<file path="config.mk">
export PLATFORM = sky130hd
export DESIGN_NAME = dec_mac_scheduler_flat
export DESIGN_NICKNAME = d
export VERILOG_FILES = /design/src/rtl/dec_mac_scheduler_if.sv /design/src/rtl/dec_mac_scheduler.sv /design/src/flat_wrapper.sv
export SDC_FILE = /design/constraint.sdc
export NUM_CORES = 1
export LEC_CHECK = 0
export CORE_UTILIZATION = 40
export DETAILED_ROUTE_END_ITERATION = 10
export GPL_TIMING_DRIVEN = 0
export HOLD_SLACK_MARGIN = 0.1
export MAX_ROUTING_LAYER = met4
export PLACE_DENSITY_LB_ADDON = 0.25
export SYNTH_ARGS = -nofsm -noshare
export SYNTH_HDL_FRONTEND = slang
export SYNTH_SLANG_ARGS = --single-unit
</file>
<file path="constraint.sdc">
create_clock -name clk_in -period 3.2 [get_ports clk_in]
set_input_delay 0.64 -clock clk_in [delete_from_list [all_inputs] [get_ports clk_in]]
set_output_delay 0.64 -clock clk_in [all_outputs]
set_load 0.05 [all_outputs]
</file>
<file path="src/rtl/dec_mac_scheduler_if.sv">
// Request/grant and MAC sequencing bundle between the decimator stages, the
// scheduler and the shared coefficient ROM / MAC engine.
`timescale 1ns/1ps
interface dec_mac_scheduler_if #(
  parameter int NUM_REQ = 4,
  parameter int TAPS    = 16
);
  localparam int TW = $clog2(TAPS);

  logic               enable_in;
  logic [NUM_REQ-1:0] req_in;
  logic               overrun_clr_in;
  logic [NUM_REQ-1:0] grant_out;
  logic [TW-1:0]      tap_idx_out;
  logic               mac_en_out;
  logic               mac_first_out;
  logic [NUM_REQ-1:0] done_out;
  logic [NUM_REQ-1:0] pending_out;
  logic [NUM_REQ-1:0] overrun_out;
  logic               busy_out;

  modport master (
    output enable_in, req_in, overrun_clr_in,
    input  grant_out, tap_idx_out, mac_en_out, mac_first_out,
    input  done_out, pending_out, overrun_out, busy_out
  );

  modport slave (
    input  enable_in, req_in, overrun_clr_in,
    output grant_out, tap_idx_out, mac_en_out, mac_first_out,
    output done_out, pending_out, overrun_out, busy_out
  );
endinterface

</file>
<file path="src/rtl/dec_mac_scheduler.sv">
// Round-robin scheduler time-sharing one MAC among NUM_REQ decimator stages:
// grants a stage, steps TAPS tap indices, drains the MAC pipeline, pulses done.
`timescale 1ns/1ps
module dec_mac_scheduler #(
  parameter int NUM_REQ = 4,
  parameter int TAPS    = 16,
  parameter int MAC_LAT = 2
) (
  input logic                clk_in,
  input logic                rst_in,
  dec_mac_scheduler_if.slave bus
);
  localparam int TW = $clog2(TAPS);
  localparam int PW = $clog2(NUM_REQ);
  localparam int FW = (MAC_LAT > 1) ? $clog2(MAC_LAT) : 1;
  localparam logic [TW-1:0] TAP_LAST   = TW'(TAPS - 1);
  localparam logic [FW-1:0] FLUSH_LAST = FW'((MAC_LAT > 0) ? (MAC_LAT - 1) : 0);
  localparam logic [PW-1:0] PTR_RST    = PW'(NUM_REQ - 1);

  typedef enum logic [1:0] {
    ST_IDLE  = 2'd0,
    ST_RUN   = 2'd1,
    ST_FLUSH = 2'd2,
    ST_DONE  = 2'd3
  } state_t;

  state_t             state_r, state_nxt_s;
  logic [PW-1:0]      ptr_r, ptr_nxt_s;
  logic [FW-1:0]      flush_r, flush_nxt_s;
  logic [NUM_REQ-1:0] pending_r, pending_nxt_s;
  logic [NUM_REQ-1:0] overrun_r, overrun_nxt_s;
  logic [NUM_REQ-1:0] grant_r, grant_nxt_s;
  logic [NUM_REQ-1:0] done_r, done_nxt_s;
  logic [TW-1:0]      tap_r, tap_nxt_s;
  logic               mac_en_r, mac_first_r, busy_r;
  logic [PW:0]        pick_s;
  logic [NUM_REQ-1:0] win_oh_s, grant_ev_s, ovr_ev_s;
  logic               fire_s;

  // First pending bit at or after ptr+1 (with wrap); MSB flags that one exists.
  function automatic logic [PW:0] rr_pick(input logic [NUM_REQ-1:0] req,
                                          input logic [PW-1:0]      ptr);
    logic [PW:0]   pick;
    logic [PW-1:0] idx;
    pick = '0;
    for (int k = NUM_REQ; k >= 1; k--) begin
      idx  = PW'((int'(ptr) + k) % NUM_REQ);
      pick = req[idx] ? {1'b1, idx} : pick;
    end
    return pick;
  endfunction

  assign pick_s   = rr_pick(pending_r, ptr_r);
  assign win_oh_s = NUM_REQ'(1'b1) << pick_s[PW-1:0];

  // Job sequencing: arbitration in IDLE, tap stepping, pipeline drain, done pulse.
  always_comb begin
    state_nxt_s = state_r;
    ptr_nxt_s   = ptr_r;
    flush_nxt_s = flush_r;
    grant_nxt_s = grant_r;
    tap_nxt_s   = '0;
    done_nxt_s  = '0;
    fire_s      = 1'b0;
    case (state_r)
      ST_IDLE: begin
        grant_nxt_s = '0;
        if (bus.enable_in && pick_s[PW]) begin
          state_nxt_s = ST_RUN;
          grant_nxt_s = win_oh_s;
          ptr_nxt_s   = pick_s[PW-1:0];
          fire_s      = 1'b1;
        end else begin
          state_nxt_s = ST_IDLE;
        end
      end
      ST_RUN: begin
        if (tap_r == TAP_LAST) begin
          flush_nxt_s = '0;
          if (MAC_LAT == 0) begin
            state_nxt_s = ST_DONE;
            done_nxt_s  = grant_r;
          end else begin
            state_nxt_s = ST_FLUSH;
          end
        end else begin
          tap_nxt_s = tap_r + TW'(1);
        end
      end
      ST_FLUSH: begin
        if (flush_r == FLUSH_LAST) begin
          state_nxt_s = ST_DONE;
          done_nxt_s  = grant_r;
        end else begin
          flush_nxt_s = flush_r + FW'(1);
        end
      end
      ST_DONE: begin
        state_nxt_s = ST_IDLE;
        grant_nxt_s = '0;
      end
      default: begin
        state_nxt_s = ST_IDLE;
        grant_nxt_s = '0;
      end
    endcase
  end

  // A request landing on a still-pending, not-just-granted bit is lost; new loss beats clear.
  assign grant_ev_s    = fire_s ? win_oh_s : '0;
  assign ovr_ev_s      = bus.req_in & pending_r & ~grant_ev_s;
  assign pending_nxt_s = (pending_r & ~grant_ev_s) | bus.req_in;
  assign overrun_nxt_s = (bus.overrun_clr_in ? '0 : overrun_r) | ovr_ev_s;

  // State, bookkeeping and registered outputs.
  always_ff @(posedge clk_in) begin
    if (rst_in) begin
      state_r     <= ST_IDLE;
      ptr_r       <= PTR_RST;
      flush_r     <= '0;
      pending_r   <= '0;
      overrun_r   <= '0;
      grant_r     <= '0;
      done_r      <= '0;
      tap_r       <= '0;
      mac_en_r    <= 1'b0;
      mac_first_r <= 1'b0;
      busy_r      <= 1'b0;
    end else begin
      state_r     <= state_nxt_s;
      ptr_r       <= ptr_nxt_s;
      flush_r     <= flush_nxt_s;
      pending_r   <= pending_nxt_s;
      overrun_r   <= overrun_nxt_s;
      grant_r     <= grant_nxt_s;
      done_r      <= done_nxt_s;
      tap_r       <= tap_nxt_s;
      mac_en_r    <= (state_nxt_s == ST_RUN);
      mac_first_r <= fire_s;
      busy_r      <= (state_nxt_s != ST_IDLE);
    end
  end

  assign bus.grant_out     = grant_r;
  assign bus.tap_idx_out   = tap_r;
  assign bus.mac_en_out    = mac_en_r;
  assign bus.mac_first_out = mac_first_r;
  assign bus.done_out      = done_r;
  assign bus.pending_out   = pending_r;
  assign bus.overrun_out   = overrun_r;
  assign bus.busy_out      = busy_r;
endmodule

</file>
<file path="src/flat_wrapper.sv">
// flat-port wrapper written by rule: the top's interface ports become plain ports
module dec_mac_scheduler_flat 
#(
  parameter int NUM_REQ = 4,
  parameter int TAPS    = 16,
  parameter int MAC_LAT = 2
)
  (clk_in, rst_in, bus_enable_in, bus_req_in, bus_overrun_clr_in, bus_grant_out, bus_tap_idx_out, bus_mac_en_out, bus_mac_first_out, bus_done_out, bus_pending_out, bus_overrun_out, bus_busy_out);
  dec_mac_scheduler_if #(.NUM_REQ(NUM_REQ), .TAPS(TAPS)) bus_i ();
  input logic clk_in;
  input logic rst_in;
  input wire logic [$bits(bus_i.enable_in)-1:0] bus_enable_in;
  input wire logic [$bits(bus_i.req_in)-1:0] bus_req_in;
  input wire logic [$bits(bus_i.overrun_clr_in)-1:0] bus_overrun_clr_in;
  output wire logic [$bits(bus_i.grant_out)-1:0] bus_grant_out;
  output wire logic [$bits(bus_i.tap_idx_out)-1:0] bus_tap_idx_out;
  output wire logic [$bits(bus_i.mac_en_out)-1:0] bus_mac_en_out;
  output wire logic [$bits(bus_i.mac_first_out)-1:0] bus_mac_first_out;
  output wire logic [$bits(bus_i.done_out)-1:0] bus_done_out;
  output wire logic [$bits(bus_i.pending_out)-1:0] bus_pending_out;
  output wire logic [$bits(bus_i.overrun_out)-1:0] bus_overrun_out;
  output wire logic [$bits(bus_i.busy_out)-1:0] bus_busy_out;
  assign bus_i.enable_in = bus_enable_in;
  assign bus_i.req_in = bus_req_in;
  assign bus_i.overrun_clr_in = bus_overrun_clr_in;
  assign bus_grant_out = bus_i.grant_out;
  assign bus_tap_idx_out = bus_i.tap_idx_out;
  assign bus_mac_en_out = bus_i.mac_en_out;
  assign bus_mac_first_out = bus_i.mac_first_out;
  assign bus_done_out = bus_i.done_out;
  assign bus_pending_out = bus_i.pending_out;
  assign bus_overrun_out = bus_i.overrun_out;
  assign bus_busy_out = bus_i.busy_out;
  dec_mac_scheduler #(.NUM_REQ(NUM_REQ), .TAPS(TAPS), .MAC_LAT(MAC_LAT)) u_core (.clk_in(clk_in), .rst_in(rst_in), .bus(bus_i));
endmodule
</file>
==> out/results.txt <==
status = completed
Slowest-stage cell, CP = clkdlybuf4s50_1
hold_ws = 0.465 ns
H-tree depth = 1
Synth cell types = 39
initial antenna violation count = 0
Clk pin slew, worst setup/hold paths = 0.15 ns
Worst Path Required = 2.56 ns
sequential element share of the synthesized area = 47.1%
vias in the first global route = 1,008
post-DP HPWL = 2000 um
pin count of the biggest net entering global routing = 17
core area = 2780 um^2
final WL = 2580 um
global-route usage over all layers = 18.7%
Leakage = 0.622 nW
Setup crit end kind = output pin
hold-fix buffers at CTS = 0
clock skew = 0.00325 ns
CTS resizes = 0
Layout area overhead = 32.9%
ANT nets after route = 0
Synth Warn # = 0
slew at the pin closest to its max-slew limit = 0.570 ns
final hold vios = 0
Design Area, Final = 1580 um^2
sum of negative setup slack = 0 ns
CTS Buffer Depth = 2
Rows = 19
DR WL/cell = 13.6 um
RSZ-0062 raised after global routing = no
Synth Instances = 125
# Post-CTS Setup Buffers = 0
max-slew violations = 0
flops & latches, synth = 28
DR vias/cell = 5.35
latest clock arrival within the worst-skew pair = 0.33 ns
area taken by multi-input logic gates = 593 um^2
I/O Pins = 31
Synth area leader = dfxtp_1
delay-heaviest family, CP = buffers and inverters
worst stage delay on the critical path = 0.87 ns
GRT overflow = 0
Final period util = 73.6%
PwrDens = 526 nW/um^2
Vias = 1,016
placed cell area = 1530 um^2
synthesized cell area = 1190 um^2
Clk Tree Root Cell = clkbuf_4
synthesized net count = 139
CTS tree = yes
DRT Pass-1 Iters = 4
Initial DRC Count = 18
Setup CP Type = reg -> out
number of buffers created by CTS = 3
DR DRC count = 0
Tmin final = 2.35 ns
Crit Path Max Fanout = 7
worst path arrival time = 1.71 ns
# clock sinks = 28
max_cap viols = 0
nets@finish = 174
first-pass GRT wire length = 4550 um
Inserted Diodes = 0
Hold Path Class = reg -> reg
Die H = 56.6 um
initial core utilization = 42.8%
GPL Wtd Cong = 0.819
Slew Limit Headroom = 61.7%
DIE WIDTH = 56.6 um
CP Buf/Inv Count = 1
Finish-stage setup viols = 0
Synth area leaders = dfxtp_1 (47%), ha_1 (6.3%), nand2_1 (4.4%)
IO buf count = 30
startpoint types = flop
Synth top area share = 47.1%
die area = 3200 um^2
fillers = 253
f_max = 0.425 GHz
Seq. cell area = 561 um^2
Avg Inst Size Synth = 9.53 um^2
peak supply drop = 0.340 mV
share of layout cells above drive strength 1 = 8.18%
worst-path cell chain = clkdlybuf4s50_1
==> layout by cell type (no fill, tap or decap), types with 4 or more instances in the layout <==
cell type,synthesis,routed
clkdlybuf4s50_1,0,30
dfxtp_1,28,28
nand2_1,14,14
inv_1,8,8
nor2_1,7,7
ha_1,6,6
and2_1,5,5
a21oi_1,5,5
nor2b_1,4,4
o21ai_0,4,4
nand3_1,4,4
==> final timing paths <==
path                                           startpoint                   endpoint  slack [ns]  depth (start not counted)
worst max-delay path            u_core.bus.pending_out[1]         bus_pending_out[1]        0.85                          1
worst min-delay path            u_core.bus.overrun_out[0]  u_core.bus.overrun_out[0]        0.47                          2
worst max register to register          u_core.state_r[0]    u_core.bus.grant_out[3]        1.44                          5
worst min register to register  u_core.bus.overrun_out[0]  u_core.bus.overrun_out[0]        0.47                          2
==> Yosys cell counts <==
| cell | count |
|---|---|
| nand4_1 | 1 |
| ha_1 | 6 |
| xnor2_1 | 1 |
| o31ai_1 | 2 |
| and2_1 | 5 |
| o41ai_2 | 1 |
| o22ai_1 | 2 |
| nor3_1 | 3 |
| nand2_1 | 14 |
| or2_2 | 1 |
| o31a_1 | 1 |
| a21boi_0 | 2 |
| nor2_1 | 7 |
| o31ai_2 | 1 |
| and3b_1 | 1 |
| mux2i_1 | 1 |
| a32o_1 | 3 |
| o22ai_2 | 1 |
| and3_1 | 1 |
| a21oi_1 | 5 |
| o21ai_1 | 2 |
| a21oi_2 | 2 |
| nand2b_1 | 1 |
| o21ai_0 | 4 |
| o211ai_1 | 2 |
| a21bo_2 | 1 |
| buf_4 | 1 |
| dfxtp_1 | 28 |
| nand3_1 | 4 |
| inv_1 | 8 |
| o2111a_1 | 1 |
| nor4_1 | 2 |
| xor2_1 | 1 |
| a31oi_1 | 1 |
| nor2b_1 | 4 |
| a22o_1 | 1 |
| or4_4 | 1 |
| o41ai_1 | 1 |
| nor3b_1 | 1 |
==> power by group <==
part	internal (mW)	total [mW]	switching, mW
clock	0.127	0.231	0.104
combinational	0.0766	0.205	0.128
sequential	0.371	0.396	0.0249
==> cell type report <==
type                    instances  area share, %
multi-input cells              88           37.5
flip-flops and latches         28           35.4
repair buffers                 30           19.0
well taps                      31           2.45
clock inverters                 1           1.90
inverters                       8           1.90
clock buffers                   3           1.42
plain buffers                   1          0.474
==> logic make-up (layout without fill, tap and decap cells) <==
| kind of cell | Yosys count | count (layout) | share of synthesized area [%] |
|---|---|---|---|
| adder cells (fa/ha/maj) | 6 | 6 | 6.30 |
| AND/OR/NAND/NOR | 46 | 46 | 19.7 |
| flip-flops | 28 | 28 | 47.1 |
| XOR/XNOR | 2 | 2 | 1.47 |
| AO/OA/AOI/OAI | 33 | 33 | 21.4 |
| multiplexers | 1 | 1 | 0.840 |
| buffers and inverters | 9 | 43 | 3.15 |
==> tightest hold or removal path, cell delays in order, from the launching register on <==
cell,delay (ns)
dfxtp_1,0.34
nand2_1,0.05
o21ai_1,0.05
==> state kept, by name, summed over array words and instances, names as in the netlist <==
signal,cells
u_core.bus.busy_out,1
u_core.bus.done_out,4
u_core.bus.grant_out,4
u_core.bus.mac_en_out,1
u_core.bus.mac_first_out,1
u_core.bus.overrun_out,4
u_core.bus.pending_out,4
u_core.bus.tap_idx_out,4
u_core.flush_r,1
u_core.ptr_r,2
u_core.state_r,2
==> per-stage QoR <==
step / total power [mW] / std cells / setup slack, ns / utilization, %
floorplan: 0.541 / 125 / 1.49 / -
global placement: 0.602 / 186 / 1.13 / 55.0
detailed placement: 0.609 / 186 / 1.06 / 55.0
CTS: 0.837 / 190 / 0.849 / 56.9
global route: 0.872 / 190 / 0.796 / 56.9
finish: 0.832 / 190 / 0.846 / 56.9
==> routing by layer <==
layer | wire length, um | vias to the layer above | track usage, %
li1 | - | 513 | -
met1 | 1160 | 478 | 22.3
met2 | 1290 | 19 | 30.1
met3 | 83 | 6 | 3.69
met4 | 40 | 0 | 8.71
met5 | 0 | - | -
Power figures use the tool's default switching activity.
